## src/rtl/uart_tx_pkg.sv

```systemverilog
`default_nettype none
`timescale 1ns/1ps
// ---------------------------------------------------------------------------
// Module   : uart_tx_pkg
// Purpose  : Shared types and constants for the UART transmit controller.
// Revision : 1.0 - initial release
// ---------------------------------------------------------------------------
package uart_tx_pkg;

  // Frame sequencing states
  typedef enum logic [2:0] {
    IDLE   = 3'd0,
    START  = 3'd1,
    DATA   = 3'd2,
    PARITY = 3'd3,
    STOP   = 3'd4
  } tx_state_e;

  // Select codes for the downstream 4:1 TX output mux
  localparam logic [1:0] SEL_START = 2'b00;
  localparam logic [1:0] SEL_STOP  = 2'b01;
  localparam logic [1:0] SEL_DATA  = 2'b10;
  localparam logic [1:0] SEL_PAR   = 2'b11;

  // Parity type encoding on PAR_TYP
  localparam logic PAR_EVEN = 1'b0;
  localparam logic PAR_ODD  = 1'b1;

endpackage : uart_tx_pkg
`default_nettype wire

```

## src/rtl/uart_tx_serializer.sv

```systemverilog
`default_nettype none
`timescale 1ns/1ps
// ---------------------------------------------------------------------------
// Module   : uart_tx_serializer
// Purpose  : Load/shift register presenting the payload LSB first, plus the
//            bit counter that flags the final data bit.
// Revision : 1.0 - initial release
// ---------------------------------------------------------------------------
module uart_tx_serializer #(
  parameter int DATA_WIDTH = 8
) (
  input  logic                  clk,
  input  logic                  rst,
  input  logic                  load,
  input  logic [DATA_WIDTH-1:0] load_data,
  input  logic                  shift_en,
  output logic                  ser_data,
  output logic                  ser_done
);
  import uart_tx_pkg::*;

  localparam int CNT_W = (DATA_WIDTH > 1) ? $clog2(DATA_WIDTH) : 1;
  localparam logic [CNT_W-1:0] C_LAST_BIT = CNT_W'(DATA_WIDTH - 1);

  logic [DATA_WIDTH-1:0] r_shift;
  logic [CNT_W-1:0]      r_count;

  assign ser_data = r_shift[0];
  // Final data bit is being presented while the counter sits on its last value
  assign ser_done = shift_en && (r_count == C_LAST_BIT);

  // Load on acceptance, shift right once per data bit; counter wraps to 0 on
  // the last bit so it is ready for the next frame
  always_ff @(posedge clk or posedge rst) begin
    if (rst) begin
      r_shift <= '0;
      r_count <= '0;
    end else if (load) begin
      r_shift <= load_data;
      r_count <= '0;
    end else if (shift_en) begin
      r_shift <= r_shift >> 1;
      r_count <= ser_done ? '0 : r_count + 1'b1;
    end
  end

endmodule : uart_tx_serializer
`default_nettype wire

```

## src/rtl/uart_tx_controller.sv

```systemverilog
`default_nettype none
`timescale 1ns/1ps
// ---------------------------------------------------------------------------
// Module   : uart_tx_controller
// Purpose  : Sequences a UART frame (start, data LSB first, optional parity,
//            stop) by driving the select/data/parity inputs of the TX mux.
// Revision : 1.0 - initial release
// ---------------------------------------------------------------------------
module uart_tx_controller #(
  parameter int DATA_WIDTH = 8
) (
  input  logic                  CLK,
  input  logic                  RST,
  input  logic [DATA_WIDTH-1:0] P_DATA,
  input  logic                  Data_Valid,
  input  logic                  PAR_EN,
  input  logic                  PAR_TYP,
  output logic [1:0]            mux_sel,
  output logic                  ser_data,
  output logic                  par_bit,
  output logic                  busy
);
  import uart_tx_pkg::*;

  tx_state_e r_state;
  tx_state_e w_next_state;
  logic      r_par_en;
  logic      r_par_bit;
  logic      r_busy;
  logic      w_accept;
  logic      w_shift_en;
  logic      w_ser_done;

  // A new frame can only be taken when idle or in the final (stop) cycle,
  // which gives back-to-back frames without an idle gap
  assign w_accept   = Data_Valid && ((r_state == IDLE) || (r_state == STOP));
  assign w_shift_en = (r_state == DATA);

  assign par_bit = r_par_bit;
  assign busy    = r_busy;

  uart_tx_serializer #(
    .DATA_WIDTH (DATA_WIDTH)
  ) u_serializer (
    .clk       (CLK),
    .rst       (RST),
    .load      (w_accept),
    .load_data (P_DATA),
    .shift_en  (w_shift_en),
    .ser_data  (ser_data),
    .ser_done  (w_ser_done)
  );

  // Next-state selection and mux select decode from the current state
  always_comb begin
    w_next_state = r_state;
    mux_sel      = SEL_STOP;
    case (r_state)
      IDLE: begin
        mux_sel = SEL_STOP;
        if (w_accept) w_next_state = START;
      end
      START: begin
        mux_sel      = SEL_START;
        w_next_state = DATA;
      end
      DATA: begin
        mux_sel = SEL_DATA;
        if (w_ser_done) w_next_state = r_par_en ? PARITY : STOP;
      end
      PARITY: begin
        mux_sel      = SEL_PAR;
        w_next_state = STOP;
      end
      STOP: begin
        mux_sel      = SEL_STOP;
        w_next_state = w_accept ? START : IDLE;
      end
      default: begin
        mux_sel      = SEL_STOP;
        w_next_state = IDLE;
      end
    endcase
  end

  // State, busy flag and per-frame settings; parity is computed once from the
  // payload at acceptance and held until the next acceptance
  always_ff @(posedge CLK or posedge RST) begin
    if (RST) begin
      r_state   <= IDLE;
      r_busy    <= 1'b0;
      r_par_en  <= 1'b0;
      r_par_bit <= 1'b0;
    end else begin
      r_state <= w_next_state;
      r_busy  <= (w_next_state != IDLE);
      if (w_accept) begin
        r_par_en  <= PAR_EN;
        r_par_bit <= (PAR_TYP == PAR_ODD) ? ~^P_DATA : ^P_DATA;
      end
    end
  end

endmodule : uart_tx_controller
`default_nettype wire
```

## config.mk

```make
export PLATFORM = sky130hd
export DESIGN_NAME = uart_tx_controller
export DESIGN_NICKNAME = d
export VERILOG_FILES = /design/src/rtl/uart_tx_pkg.sv /design/src/rtl/uart_tx_serializer.sv /design/src/rtl/uart_tx_controller.sv
export SDC_FILE = /design/constraint.sdc
export NUM_CORES = 1
export LEC_CHECK = 0
export BUFFER_PORTS_ARGS = -buffer_cell sky130_fd_sc_hd__buf_2
export CAP_MARGIN = 10
export CORE_MARGIN = 1.5
export CORE_UTILIZATION = 47
export DETAILED_ROUTE_END_ITERATION = 8
export MAX_ROUTING_LAYER = met4
export PLACE_DENSITY = 0.73
export SLEW_MARGIN = 20
export SYNTH_ARGS = -nofsm -noshare
export SYNTH_HDL_FRONTEND = slang
export SYNTH_SLANG_ARGS = --single-unit
```

## constraint.sdc

```tcl
create_clock -name CLK -period 1.4 [get_ports CLK]
set_clock_uncertainty 0.05 [all_clocks]
set_input_delay 0.28 -clock CLK [delete_from_list [all_inputs] [get_ports CLK]]
set_output_delay 0.28 -clock CLK [all_outputs]
set_load 0.05 [all_outputs]
```

* Word level (Yosys, flattened, before mapping)
Cells that the tools add are included.
Storage, ports and cells: register bits 17, bits in latches 0, RAM bits 0, memory bits (read-only) 0, bits of input ports 13, output and inout port bits 5, logic and storage cells 32, memories kept 0
Operators by class: add/sub/neg operators 1, multipliers 0, divide/modulo/power cells 0, $lt $le $gt $ge 0, equality and inequality tests 5, shift operators 0, muxes and demuxes 12, bitwise operators 0, reduce and logical (&&, ||, !) cells 8
Operators with widths (number):
- two-way mux 3 bit | 6
- two-way mux 8 bit | 2
- one-hot mux 3 bit (5 select lines) | 1
- XNOR reduction 8 bit | 1
- parity 8 bit | 1
- == test 3 x 2 -> 1 bit, second input constant | 2
- == test 3 bit, second input constant | 2
- one-hot mux 2 bit (3 select lines) | 1
- adder 3 x 1 -> 3 bit, second input constant | 1
- == test 3 x 1 -> 1 bit, second input constant | 1
- zero test 3 bit | 1
- nonzero test 3 bit | 1
- logical AND 1 bit | 2
- two-way mux 1 bit | 2
- nonzero test 2 bit | 1
- logical OR 1 bit | 1

* Depth between registers and ports, before layout
word-level depth 6, depth in mapped cells 6, depth with buffers taken out 5

* Cells and area by module
From an unflattened synthesis, not the netlist that was laid out.
Unflattened totals: cells, all modules 84, area, all modules 854.6 µm²
Modules (own cells, without submodules):
- uart_tx_serializer | times used 1, cells each 50, area each 526.8 µm², sequential area each 275.3 µm²
- uart_tx_controller | times used 1, cells each 34, area each 327.8 µm², sequential area each 150.1 µm²

* Least setup slack after synthesis
Ideal clock, no wire load.
path kind flip-flop to flip-flop, from register r_state[2], to register u_serializer.r_count[0], library setup time 73 ps, arrival time 1438 ps, data required time 1277 ps, setup slack -161 ps, cell stages (with the launch flop) 7, path buffers 1, clock period less this slack 1561 ps, cell sequence dfrtp_1 -> nand2b_2 -> inv_2 -> nand2b_1 -> buf_6 -> or3_1 -> a21oi_2
Between the ends: cells in the longest elaborated chain, start to end 5, elaborated cells between the ends (all ways) 10, classes of those cells 2 x eq/ne; 3 x mux; 5 x reduce/logical
RTL lines:
- from (decl) | line uart_tx_controller.sv:25 | tx_state_e r_state;
- from (signal assigned) | line uart_tx_controller.sv:95 | r_state <= w_next_state;
- == test 3 x 2 -> 1 bit | line uart_tx_controller.sv:37 | assign w_shift_en = (r_state == DATA);
- logical AND 1 bit | line uart_tx_serializer.sv:30 | assign ser_done = shift_en && (r_count == C_LAST_BIT);
- two-way mux 3 bit | line uart_tx_serializer.sv:43 | r_count <= ser_done ? '0 : r_count + 1'b1;
- two-way mux 3 bit | line uart_tx_serializer.sv:41 | end else if (shift_en) begin
- two-way mux 3 bit | line uart_tx_serializer.sv:38 | end else if (load) begin
- to (signal assigned) | line uart_tx_serializer.sv:43
- to (decl) | line uart_tx_serializer.sv:26 | logic [CNT_W-1:0] r_count;
Several ways; a longest one is shown, not always the timed one. The select of a mux whose other input is x is not followed. A chain may end at the register's enable or synchronous reset.

* Worst setup path after layout
from register r_state[1], to output port mux_sel[1]
Between the ends: cells in the longest elaborated chain, start to end 2, elaborated cells between the ends (all ways) 4, classes of those cells 3 x eq/ne; 1 x mux
RTL lines:
- == test 3 x 2 -> 1 bit or == test 3 x 1 -> 1 bit (tied branches) | line uart_tx_controller.sv:58 | case (r_state)
- one-hot mux 2 bit (3 select lines) (*) | line uart_tx_controller.sv:58
- to (decl) | line uart_tx_controller.sv:18 | output logic [1:0] mux_sel,
Mark *: on every way between the ends. The rest lies on a longest branch, timed or not.

==> results.yml <==
power:
  switching_share: 0.4203
  p_seq_frac: 0.327
  powerDensity_mw_per_mm2: 2234
  intPower_mw: 1.484
  combPwrFrac: 0.576
  switchingPower_mw: 1.076
  clockPowerShare: 0.097
  p_leak_nw: 0.5481
  ir_worst_vdd_v: 0.001241
critical_path:
  r2r-end: "par_bit"
  worstPathCellList: "buf_4, nand2b_4, inv_8, buf_8"
  max_stage_delay_ns: 0.43
  crit_fanout: 3
  startpoint_type: "register"
  cp_slowest_cell: "dfrtp_2"
  cp.arrival_ns: 1.13
  path_class: "reg2out"
  rrSetupSlack_ns: 0.03
  end_kind: "output pin"
  r2r-start: "r_state[1]"
  cp.required_ns: 1.07
  worstRegToRegCells: 4
clock_tree:
  numCtsBuffers: 3
  insertion_delay_ns: 0.27
  cts_max_level: 1
  cts_buffer_depth: 2
  cts_tree: "built"
  clk_pin_slew_ns: 0.09
  cts-root-buf: "clkbuf_4"
  clock-sinks: 17
logic_synthesis:
  postSynthNetCount: 99
  synth-seq-cells: 17
  synth.distinct_cells: 24
  synth_commonest_cells: "17 x dfrtp_1, 14 x nand2_1, 9 x o21ai_0, 8 x mux2i_1, 5 x xnor2_1"
  synth_enable_flop_cells: 0
  ys_warn_count: 0
  async_flop_share: 1.000
  yosysTopAreaCellShare: 0.4885
  synth_most_common_cell: "dfrtp_1"
  synth_top_cell_by_area: "dfrtp_1"
  syn_area_um2: 870.8
  syn_avg_cell_area_um2: 10.37
  syn-instance-count: 84
  netlist_top_cells_area: "dfrtp_1 49%, mux2i_1 9.2%, nand2_1 6.0%"
  ys.flop_type: "dfrtp_1"
  seq_area_frac_synth: 0.4885
timing:
  hold_viol_final: 0
  slew_headroom: 0.8345
  rsz0062_at_grt: "true"
  drv_slew: 0
  setup_ws_ns: -0.05542
  fin_crit_sh: 1.040
  fmax_ghz: 0.6871
  period_needed_ns: 1.455
  setup_violations: 2
  worst_slew_pin_slew_ns: 0.2500
detailed_routing:
  route.detailed.drc: 0
  drt_iter0_drc: 6
  routedWlPerCell_um: 11.61
  drt_wl_total_mm: 1.614
  num_vias: 672
  dr.pass1.iters: 2
  ant_nets: 0
  viasPerCell: 4.835
floorplan:
  rows: 15
  ioPinCount: 18
  die_w_um: 46.05
  core_area_mm2: 0.001727
  dieArea_mm2: 0.002120
  start_util: 0.5043
  fp.dieH_um: 46.05
placed_design:
  pre_cts_slack_ns: -0.1414
  dp_hpwl_mm: 1.187
  numPortBuffers: 17
  gp_congestion: 0.8048
layout:
  area_delta_synth_final_pct: 31.61
  diodes: 0
  fin_nets: 130
  layout-drive-gt1-share: 0.3772
  fillers: 159
  final_util: 0.6638
global_routing:
  antenna_found_initial: 0
  overflow: 0
  grt_pass1_wl_mm: 2.594
  grt_pass1_vias: 635
  grt_max_degree: 18
  track_usage: 0.1793
worst_hold_path:
  min-delay-start: "P_DATA[6]"
  min-delay-path-class: "in2reg"
  min_to: "u_serializer.r_shift[6]"
  worstHoldPathCells: 3
outcome:
  status: "finished with violations"
  violations: "setup timing"
run:
  cap_violations: 0
## per-layer routing
layer  track usage  wire (um)  up-vias
li1              -          -      340
met5             -          0        -
met4       0.06857         21        0
met2        0.2778        789       11
met1        0.2294        760      319
met3       0.03571         43        2
## logic make-up after synthesis
family,synth area share
DFF,0.4885
AOI/OAI and AO/OA,0.09339
adders and majority gates,0.02873
xor gates and xnor gates,0.09626
and+or+nand+nor,0.1451
buffers and inverters,0.04310
muxes,0.1049
## power groups by stage
stage               clock network (mW)  registers [mW]  logic, mW
floorplan                            0           0.979      0.825
global placement                     0           0.844       1.23
detailed placement                   0           0.853       1.26
CTS                              0.258           0.845       1.34
global route                     0.286           0.863       1.60
finish                           0.249           0.838       1.47
## placed cells by master (no fill, tap or decap), types with 2 or more instances in the layout
cell type / n
mux2i_1: 8
clkbuf_4: 3
xor2_1: 2
o21ai_0: 8
inv_1: 2
buf_6: 2
nor2_1: 3
dfrtp_1: 16
xnor2_1: 5
a21oi_1: 4
buf_2: 15
nand2_1: 14
nand2b_1: 2
buf_4: 11
## flip-flops by register name, indices dropped and copies added, names as in the netlist
| signal | cells |
|---|---|
| u_serializer.r_count | 3 |
| par_bit | 1 |
| r_par_en | 1 |
| r_state | 3 |
| busy | 1 |
| u_serializer.r_shift | 8 |
## layout make-up
type / instances / area [um2] / area share
Multi-Input combinational cell: 60 / 437.9 / 0.3821
Sequential cell: 17 / 426.7 / 0.3723
Timing Repair Buffer: 30 / 205.2 / 0.1790
Tap cell: 25 / 31.28 / 0.02729
Clock buffer: 4 / 26.28 / 0.02293
Inverter: 3 / 18.77 / 0.01638
## worst max path at each step
stage,from,to,slack [ns],cells past startpoint
2_1_floorplan,r_state[2],u_serializer.r_count[0],-0.003,6
3_3_place_gp,P_DATA[5],par_bit,-0.09,5
3_5_place_dp,P_DATA[5],par_bit,-0.14,5
4_1_cts,r_state[1],mux_sel[0],-0.06,3
5_1_grt,r_state[0],mux_sel[0],-0.11,3
6_report,r_state[1],mux_sel[1],-0.06,4
## timing repair
action / in CTS / in global routing
cloned: 0 / 0
setup buffers: 1 / 3
pin swaps: 0 / 1
endpoints found under the setup margin: 3 / 6
hold endpoints to repair: 17 / 0
resized for setup: 6 / 9
hold buffers: 1 / 0
## through the flow
stage	power [mW]	hold WS, ns	cells	TNS, ns	cell area (um2)
floorplan	1.804	0.1561	84	-0.003407	883.3
global placement	2.078	0.2485	130	-0.09415	1033
detailed placement	2.109	0.2491	130	-0.1443	1033
CTS	2.442	0.1799	136	-0.05736	1094
global route	2.745	0.1720	139	-0.2216	1146
finish	2.560	0.1795	139	-0.09305	1146
## critical path, delay by kind of cell, from the launching register on
family	cells	cell delay, ns
DFF	1	0.43
buffers and inverters	3	0.32
and+or+nand+nor	1	0.10
Power figures use the tool's default switching activity.
